--- src/rtl/aptpu_pkg.sv ---
// Shared definitions for the bit-index serializer: FSM state encodings and
// the index-width helper used to size index ports.
package aptpu_pkg;

  typedef enum logic {
    ST_IDLE = 1'b0,
    ST_EMIT = 1'b1
  } state_e;

  // Width of an index into a BW-bit vector; never narrower than one bit.
  function automatic int idx_width(input int bw);
    return (bw > 1) ? $clog2(bw) : 1;
  endfunction

endpackage

--- src/rtl/bit_index_serializer_p_encoder.sv ---
// Priority encoder returning the index of the lowest set bit of in_vec.
// idx is 0 and found is 0 when in_vec is all-zero.
module P_Encoder
  import aptpu_pkg::*;
#(
  parameter  int BW = 8,
  localparam int IW = idx_width(BW)
) (
  input  logic [BW-1:0] in_vec,
  output logic [IW-1:0] idx,
  output logic          found
);

  // Scanning downward lets the lowest set bit be the last one written.
  always_comb begin
    idx   = '0;
    found = 1'b0;
    for (int i = BW - 1; i >= 0; i--) begin
      if (in_vec[i]) begin
        idx   = IW'(i);
        found = 1'b1;
      end
    end
  end

endmodule

--- src/rtl/bit_index_serializer.sv ---
// Serializes a word into one beat per set bit, lowest index first; an
// all-zero word yields a single beat flagged out_zero.
module bit_index_serializer
  import aptpu_pkg::*;
#(
  parameter  int BW = 8,
  parameter  int TW = 4,
  localparam int IW = idx_width(BW),
  localparam int SW = IW + 1
) (
  input  logic          clk,
  input  logic          rst,
  input  logic          in_valid,
  output logic          in_ready,
  input  logic [BW-1:0] in_word,
  input  logic [TW-1:0] in_tag,
  output logic          out_valid,
  input  logic          out_ready,
  output logic [IW-1:0] out_idx,
  output logic [TW-1:0] out_tag,
  output logic          out_last,
  output logic          out_zero,
  output logic [SW-1:0] out_seq,
  output state_e        dbg_state
);

  // Handshake: a transfer happens on a rising edge where valid && ready.
  // in_ready/out_valid decode the registered state only, so neither depends
  // combinationally on the opposite side; beats hold steady while stalled.

  localparam logic [BW-1:0] RES_ONE = BW'(1);
  localparam logic [SW-1:0] SEQ_ONE = SW'(1);

  state_e        state_q, state_d;
  logic [BW-1:0] res_q, res_d;
  logic [TW-1:0] tag_q, tag_d;
  logic [SW-1:0] seq_q, seq_d;

  logic [IW-1:0] low_idx;
  logic          any_set;
  logic [BW-1:0] res_clr;

  P_Encoder #(
    .BW(BW)
  ) u_p_encoder (
    .in_vec(res_q),
    .idx   (low_idx),
    .found (any_set)
  );

  // Clearing the lowest set bit; zero afterwards means this is the last beat.
  assign res_clr   = res_q & (res_q - RES_ONE);

  assign in_ready  = (state_q == ST_IDLE);
  assign out_valid = (state_q == ST_EMIT);
  assign out_idx   = low_idx;
  assign out_tag   = tag_q;
  assign out_last  = (res_clr == '0);
  assign out_zero  = ~any_set;
  assign out_seq   = seq_q;
  assign dbg_state = state_q;

  always_comb begin
    state_d = state_q;
    res_d   = res_q;
    tag_d   = tag_q;
    seq_d   = seq_q;
    case (state_q)
      ST_IDLE: begin
        if (in_valid) begin
          state_d = ST_EMIT;
          res_d   = in_word;
          tag_d   = in_tag;
          seq_d   = '0;
        end
      end
      ST_EMIT: begin
        if (out_ready) begin
          if (out_last) begin
            state_d = ST_IDLE;
          end else begin
            res_d = res_clr;
            seq_d = seq_q + SEQ_ONE;
          end
        end
      end
      default: state_d = ST_IDLE;
    endcase
  end

  always_ff @(posedge clk) begin
    if (rst) begin
      state_q <= ST_IDLE;
      res_q   <= '0;
      tag_q   <= '0;
      seq_q   <= '0;
    end else begin
      state_q <= state_d;
      res_q   <= res_d;
      tag_q   <= tag_d;
      seq_q   <= seq_d;
    end
  end

endmodule
--- config.mk ---
export PLATFORM = sky130hd
export DESIGN_NAME = bit_index_serializer
export DESIGN_NICKNAME = d
export VERILOG_FILES = /design/src/rtl/aptpu_pkg.sv /design/src/rtl/bit_index_serializer_p_encoder.sv /design/src/rtl/bit_index_serializer.sv
export SDC_FILE = /design/constraint.sdc
export NUM_CORES = 1
export LEC_CHECK = 0
export BUFFER_PORTS_ARGS = -buffer_cell sky130_fd_sc_hd__buf_2
export CAP_MARGIN = 20
export CORE_MARGIN = 3
export CORE_UTILIZATION = 45
export DETAILED_ROUTE_END_ITERATION = 10
export GPL_TIMING_DRIVEN = 0
export PLACE_DENSITY_LB_ADDON = 0.15
export SETUP_SLACK_MARGIN = 0.4
export SLEW_MARGIN = 15
export SYNTH_ARGS = -nofsm -noshare
export SYNTH_HDL_FRONTEND = slang
export SYNTH_SLANG_ARGS = --single-unit
--- constraint.sdc ---
create_clock -name clk -period 3.9 [get_ports clk]
set_clock_uncertainty 0.2 [all_clocks]
set_input_delay 0.39 -clock clk [delete_from_list [all_inputs] [get_ports clk]]
set_output_delay 0.39 -clock clk [all_outputs]
set_load 0.02 [all_outputs]
=== Word-level counts from Yosys, hierarchy flattened ===
Cells that the tools add are included.

* Reduce and logical (&&, ||, !) cells: 3
* Multiplexer cells: 28
* Bitwise operators: 3
* Div/mod/pow operators: 0
* Eq/ne operators: 3
* Shift-type cells: 0
* Add/subtract/negate cells: 2
* Multipliers: 0
* $lt $le $gt $ge: 0

{| class="wikitable"
|+ Operator list
! operator !! number
|-
| $mux W3 || 8
|-
| $mux W8 || 3
|-
| $pmux W8 S2 || 1
|-
| $mux W4 || 3
|-
| $mux W1 || 11
|-
| $and A8 B8 Y8 || 1
|-
| $logic_not A8 Y1 || 1
|-
| $pmux W4 S2 || 1
|-
| $sub A8 B1 Y8 const B || 1
|-
| $ne A2 B2 Y1 const B || 3
|-
| $add A4 B1 Y4 const B || 1
|-
| $reduce_and A3 Y1 || 1
|-
| $not A1 Y1 || 2
|-
| $pmux W1 S2 || 1
|-
| $reduce_and A2 Y1 || 1
|}

* Bits in latches: 0
* Output and inout port bits: 16
* Memory bits (read-only): 0
* Bits in registers: 17
* Memories kept: 0
* Input port bits: 16
* Memory bits (writable): 0

=== Logic depth before layout (Yosys ltp) ===
Gate-level depths: netlist (run 1).

* Depth after elaboration: 9
* Depth in mapped cells: 8
* Depth with buffers taken out: 6

=== By module ===
A second synthesis (run 1) with hierarchy kept.

* Cells, all modules: 124
* Area, all modules: 985.9 µm²

{| class="wikitable"
|+ By module, submodules not included
! module !! sequential area each (µm²) !! instances !! area an instance (µm²) !! cells an instance
|-
| bit_index_serializer || 340.3 || 1 || 905.9 || 111
|-
| P_Encoder || 0.0 || 1 || 80.1 || 13
|}

=== Worst setup path after synthesis (run 1) ===
No wires, ideal clock.

* Path type: register to output
* From: register res_q[0]
* To: output port out_zero
* Arrival time: 1.827 ns
* Path slack: 1.483 ns
* Required time: 3.310 ns
* Cell stages (with the launch flop): 4
* Cells stage by stage: dfxtp_1 > or4_4 > or3_2 > nor3_1

* Cells in the longest elaborated chain, start to end: 2

{| class="wikitable"
|+ RTL lines
! element !! RTL line !! RTL
|-
| start, declared || bit_index_serializer.sv:35 || <nowiki>logic [BW-1:0] res_q, res_d;</nowiki>
|-
| start signal, assigned || bit_index_serializer.sv:99 || <nowiki>res_q <= res_d;</nowiki>
|-
| $mux W1 || bit_index_serializer_p_encoder.sv:19 || <nowiki>if (in_vec[i]) begin</nowiki>
|-
| $not A1 Y1 || bit_index_serializer.sv:59 || <nowiki>assign out_zero = ~any_set;</nowiki>
|-
| end, declared || bit_index_serializer.sv:22 || <nowiki>output logic out_zero,</nowiki>
|}

No other way between the ends.

=== Worst setup path after layout (run 1) ===
* From: register res_q[0]
* To: output port out_last

* Cells in the longest elaborated chain, start to end: 3

{| class="wikitable"
|+ RTL lines
! element !! RTL line !! RTL
|-
| $sub A8 B1 Y8 || bit_index_serializer.sv:52 || <nowiki>assign res_clr = res_q & (res_q - RES_ONE);</nowiki>
|-
| $and A8 B8 Y8 (*) || bit_index_serializer.sv:52 ||
|-
| $logic_not A8 Y1 (*) || bit_index_serializer.sv:58 || <nowiki>assign out_last = (res_clr == '0);</nowiki>
|-
| end, declared || bit_index_serializer.sv:21 || <nowiki>output logic out_last,</nowiki>
|}

Mark *: on every way between the ends. The rest lies on a longest branch, timed or not.

==> qor.csv, run 1 <==
metric;value;unit
cp_max_fo;10;
cts-htree-levels;1;
wl_per_cell;13.66;µm
worst-endpoint-required;3.31;ns
r2r_start;res_q[0];
wirelength;2.459;mm
min_delay_path_depth;2;
r2r-end;res_q[1];
grt_overflow;0;
grt_pass1_vias;890;
p_int;278.5;µW
dp_hpwl;1.800;mm
n_antenna_cell;0;
nNetsFinal;171;
clockRootBuffer;clkbuf_4;
p_sw_share;35.45;%
hp-class;input pin to register;
antenna_found_initial;0;
via_per_inst;5.467;
synthMuxAreaShare;0;%
clk_latency;0.30;ns
die_y;52.75;µm
syn_area;983.4;µm²
worstHoldEndpoint;res_q[5];
p_switching;153.0;µW
gp_congestion;0.8297;
instances_no_fill;180;
cts_hold_buf;0;
hold_violations;0;
final.period_utilization;68.98;%
synth_seq_cells;17;
syn_avg_cell_area;8.264;µm²
cts_tree;yes;
cts_buffers;3;
status;completed;
synth-compound-area-share;26.59;%
synth_warnings;0;
p_leak;0.0005001;µW
grtUsageTotal;18.90;%
max_cap_violations;0;
drt_pass1_iterations;4;
ff2ff_setup_slack;1.74;ns
r2r_cells;7;
synth-simple-area-share;25.32;%
die_width;52.75;µm
synth_area_leaders;dfxtp_1, o211ai_1, a21oi_1;
grt_max_degree;11;
hold_path_startpoint;rst;
drt_iter0_markers;20;
start_kind;register;
ys_seq_area_share;34.61;%
postCtsSetupBuffers;0;
synth_top_family_by_area;compound AO/OA/AOI/OAI gates;
num_rows;16;
synth_top_area_share;34.61;%
p_clk_share;22.0;%
grt_pass1_wl;3.808;mm
synth-xor-area-share;0;%
setup_tns;0;ns
fmax;371.7;MHz
syn2layout_area_growth;21.50;%
slew_headroom;70.00;%
design.die.area;2783;µm²
port_buffers;30;
clock-sinks;17;
drive_above_1_share;34.64;%
setup_violations;0;
rsz0062_at_grt;no;
synth_nets;136;
power_frac_seq;45.0;%
netlist.top_cell.by_area;dfxtp_1;
ir_worst_vdd;0.0002283;V
comb_power_share;33.0;%
yosysUniqueCellTypes;37;
async_flop_share;0;%
clk_pin_slew;0.10;ns
worst_pin_slew;0.4500;ns
core;2022;µm²
arrival;2.10;ns
ant_nets;0;
io-pin-count;32;
synthFlopType;dfxtp_1;
min_period;2.690;ns
critPathKind;register to primary output;
netlist_instances;119;
p_total;431.5;µW
start_util;48.64;%
cts_resized;0;
maxSlewViolCount;0;
n_fill_cell;186;
num_vias;984;
synth_edf_count;0;
clk_path_buf_depth;2;
drcViolationCount;0;
synthAdderAreaFrac;3.308;%
end_kind;primary output;
dp.cells;176;
power_density;361.1;nW/µm²
==> cells by family after synthesis <==
family,Yosys count
and+or+nand+nor,45
AOI/OAI and AO/OA,40
DFF,17
buffers and inverters,14
adders and majority gates,3
==> flip-flops by register name, indices dropped and copies added, names as in the netlist <==
name	cells
out_tag	4
out_seq	4
res_q	8
dbg_state	1
==> worst max-delay path, cell delays in order (launching register included) <==
cell and delay, ns:
dfxtp_1 0.40, or4_4 0.61, nor4_4 0.23, a211oi_2 0.12, inv_2 0.13, buf_6 0.15
buf_2 0.17
==> how the worst max path moves through the flow <==
stage / startpoint / end / cells past startpoint
CTS: res_q[0] / out_last / 6
finish: res_q[0] / out_last / 6
detailed placement: res_q[0] / out_last / 6
floorplan: res_q[0] / out_zero / 3
global route: res_q[0] / out_last / 6
global placement: res_q[0] / out_last / 6
==> through the flow <==
step	hold WS [ns]	util, %	worst slack [ns]	cell area, µm²
6_report	0.08613	59.10	1.210	1195
5_1_grt	0.08666	59.10	1.107	1195
4_1_cts	0.07546	59.10	1.208	1195
3_5_place_dp	0.2440	57.74	1.560	1167
3_3_place_gp	0.2391	57.74	1.549	1167
2_1_floorplan	0.3260	-	1.483	983.4
==> placed cells by master, fill, tap and decap left out, drive strengths merged <==
| master | count |
|---|---|
| o21ai | 6 |
| dfxtp | 17 |
| buf | 38 |
| or4 | 1 |
| o31ai | 1 |
| a21oi | 13 |
| clkbuf | 4 |
| clkinv | 1 |
| a31oi | 4 |
| a21boi | 2 |
| nand4 | 1 |
| nor2b | 1 |
| ha | 1 |
| a211oi | 2 |
| a221oi | 1 |
| nand3 | 2 |
| dlygate4sd1 | 1 |
| and2 | 1 |
| inv | 4 |
| o211ai | 9 |
| maj3 | 2 |
| nor2 | 8 |
| or3 | 4 |
| o21bai | 1 |
| nor3 | 5 |
| and3 | 3 |
| nand2 | 14 |
| a32oi | 1 |
| nor4 | 2 |
| nor3b | 1 |
| nand3b | 2 |
==> cell usage after synthesis, types with 2 or more instances <==
library cell	count
dfxtp_1	17
nand2_1	14
a21oi_1	13
o211ai_1	9
nor2_1	8
nor3_1	5
o21ai_0	5
a31oi_1	4
buf_6	4
or3_2	4
buf_4	3
inv_1	3
a21boi_1	2
and3_2	2
maj3_1	2
nand3_1	2
nand3b_1	2
==> per-layer routing <==
layer	vias up	track usage (%)	share of wire, %
li1	504	-	-
met1	446	22.03	44
met2	29	32.64	49
met3	5	2.849	4.8
met4	0	10.21	2.1
met5	-	0	0
==> area by class of cell <==
cell class                      count  area (µm²)  share of cell area (%)
Inverter                            4       15.01                   1.257
Multi-Input combinational cell     88       543.0                   45.44
Sequential cell                    17       340.3                   28.48
Clock inverter                      1       5.005                  0.4188
Timing Repair Buffer               30       150.1                   12.57
Tap cell                           27       33.78                   2.827
Buffer                             10       85.08                   7.120
Clock buffer                        3       22.52                   1.885
==> power groups by stage <==
stage,Sequential [µW],Clock (µW),Combinational [µW]
detailed placement,198,0,142
finish,194,94.9,142
CTS,194,98.8,143
global route,196,104,155
global placement,197,0,140
floorplan,200,0,99.0
(Power assumes the default switching activity.)
==> run 2: changes to the inputs <==
CORE_UTILIZATION = 44   (was 45)
clock period = 2.3 ns   (was 3.9 ns; I/O delays follow)
==> run 2 against run 1 <==
Largest cell class unchanged. The run now ends with setup timing left. Power rose by 120%. Critical endpoint unchanged. Via count up 22%. Critical path type unchanged. Utilization up 23 points. Worst hold slack got worse by 0.082 ns. Sequential power is 69% higher. Largest power group is now combinational logic.
==> qor.csv, run 2 (synthesis results as in run 1) <==
metric;value;unit;change
n_antenna_cell;0;;unchanged
final.period_utilization;102.8;%;
ir_worst_vdd;0.0003976;V;+74%
instances_no_fill;218;;+21%
postLayoutCellArea;1675;µm²;+40%
dp_slack;0.1461;ns;-1.414 ns
setup_violations;3;;+3
clk_latency;0.30;ns;about the same
num_vias;1197;;+22%
hold_violations;0;;unchanged
worst_pin_slew;0.5663;ns;+0.1164 ns
start_kind;register;;
p_switching;327.3;µW;+110%
critPathSlowestCell;or4_4;;
final_common_cell;buf_2;;
via_per_inst;5.491;;+0.44%
dp_hpwl;1.756;mm;-2.5%
critPathKind;register to primary output;;
num_rows;16;;unchanged
status;finished with violations;;
clk_pin_slew;0.11;ns;about the same
cts_tree;yes;;
port_buffers;30;;unchanged
comb_power_share;47.3;%;+14 points
grt_pass1_vias;1039;;+17%
drt_iter0_markers;14;;-30%
clock-sinks;17;;unchanged
worst-endpoint-required;1.87;ns;-1.44 ns
fin_ws;-0.06465;ns;-1.274 ns
grt_max_degree;11;;unchanged
syn2layout_area_growth;70.36;%;
grt_overflow;0;;unchanged
max_cap_violations;0;;unchanged
met2_usage;36.53;%;+3.9 points
power_density;557.3;nW/µm²;+54%
top_register;res_q;;
fin_hold_ws;0.003689;ns;-0.08245 ns
grt_pass1_wl;4.823;mm;+27%
grtUsageTotal;22.83;%;+3.9 points
maxSlewViolCount;0;;unchanged
rsz0062_at_grt;yes;;
grt.busiest_layer;met2;;
largest_register_ffs;8;;unchanged
wirelength;3.301;mm;+34%
antenna_found_initial;0;;unchanged
clockRootBuffer;clkbuf_4;;
setup_tns;-0.08801;ns;-0.08801 ns
crit_chain;or4_4 -> nor4_4 -> a211oi_2 -> inv_2 -> buf_6 -> buf_6;;
gr-usage-met1;31.40;%;+9.4 points
place_area;1190;µm²;+1.9%
arrival;1.93;ns;-0.17 ns
worst_path_most_repeated_cell;buf_6;;
gp_congestion;0.8010;;-3.5%
p_clk_share;17.6;%;-4.4 points
io-pin-count;32;;unchanged
p_int;606.3;µW;+120%
cts_buffers;3;;unchanged
nNetsFinal;209;;+22%
clk_path_buf_depth;2;;unchanged
die_width;53.28;µm;+1.0%
n_fill_cell;135;;-27%
wl_per_cell;15.14;µm;+11%
start_util;48.16;%;-0.48 points
drive_above_1_share;55.50;%;+21 points
final_cell_mix;buf_2, buf_4, buf_6;;
min_period;2.365;ns;
slowest_delay;0.59;ns;-0.02 ns
core;2042;µm²;+0.99%
design.die.area;2838;µm²;+2.0%
cts-htree-levels;1;;unchanged
fmax;422.9;MHz;
end_kind;primary output;;
p_sw_share;35.06;%;-0.39 points
drt_pass1_iterations;4;;unchanged
ant_nets;0;;unchanged
violations;setup timing;;
cp_max_fo;4;;-6
power_frac_seq;35.1;%;-9.9 points
slew_headroom;62.24;%;-7.8 points
hp-class;input pin to register;;
gr-usage-met3;2.817;%;-0.032 points
die_y;53.28;µm;+1.0%
p_leak;0.0007230;µW;+45%
drcViolationCount;0;;unchanged
dp.cells;176;;unchanged
run 2: changes by cell type in the layout (fill, tap and decap cells not counted), moves of 4 or more:
cell           previous run  this run
dfxtp_1                  17        10
buf_6                     4        19
buf_4                     3        24
dlygate4sd3_1             0         7
o21ai_0                   5         0
dfxtp_2                   0         4
buf_2                    31        26
run 2: layout make-up:
type	instances	area (µm²)	share of cell area (%)
plain buffers	10	98.84	5.900
clock buffers	4	26.28	1.568
inverters	4	15.01	0.8962
multi-input cells	88	636.9	38.01
flip-flops and latches	17	356.6	21.28
well taps	27	33.78	2.016
repair buffers	68	508.0	30.32
run 2: power groups by stage:
stage,Sequential [µW],Clock [µW],Combinational (µW)
2_1_floorplan,341,0,179
3_3_place_gp,335,0,250
3_5_place_dp,336,0,254
4_1_cts,324,163,367
5_1_grt,329,179,471
6_report,328,164,441
run 2: critical path, delay by kind of cell (launching register included):
family / cells / cell delay, ns
buf+inv: 3 / 0.31
compound gates: 1 / 0.10
flops: 1 / 0.36
simple gates: 2 / 0.87
run 2: final timing paths:
| path | from | to | slack (ns) | cells past startpoint |
|---|---|---|---|---|
| max | res_q[2] | out_last | -0.06 | 6 |
| min | in_word[2] | res_q[2] | 0.004 | 3 |
| max reg2reg | res_q[2] | out_seq[3] | -0.02 | 11 |
| min reg2reg | out_tag[1] | out_tag[1] | 0.26 | 2 |
run 2: per-layer routing:
layer  wire length (µm)  vias to the layer above
li1                   -                      582
met1               1393                      564
met2               1654                       43
met3                194                        8
met4                 59                        0
met5                  0                        -
run 2: repair_timing:
action,in CTS,in global routing
pin swaps,15,17
cloned,1,0
hold buffers,7,0
resized for setup,25,27
hold endpoints to repair,9,0
setup buffers,19,11
setup endpoints to repair,15,18
run 2: per-stage QoR:
stage	power (µW)	utilization [%]
6_report	933.6	82.05
5_1_grt	978.7	82.05
4_1_cts	854.3	73.59
3_5_place_dp	590.4	58.27
3_3_place_gp	585.6	58.27
2_1_floorplan	520.0	-
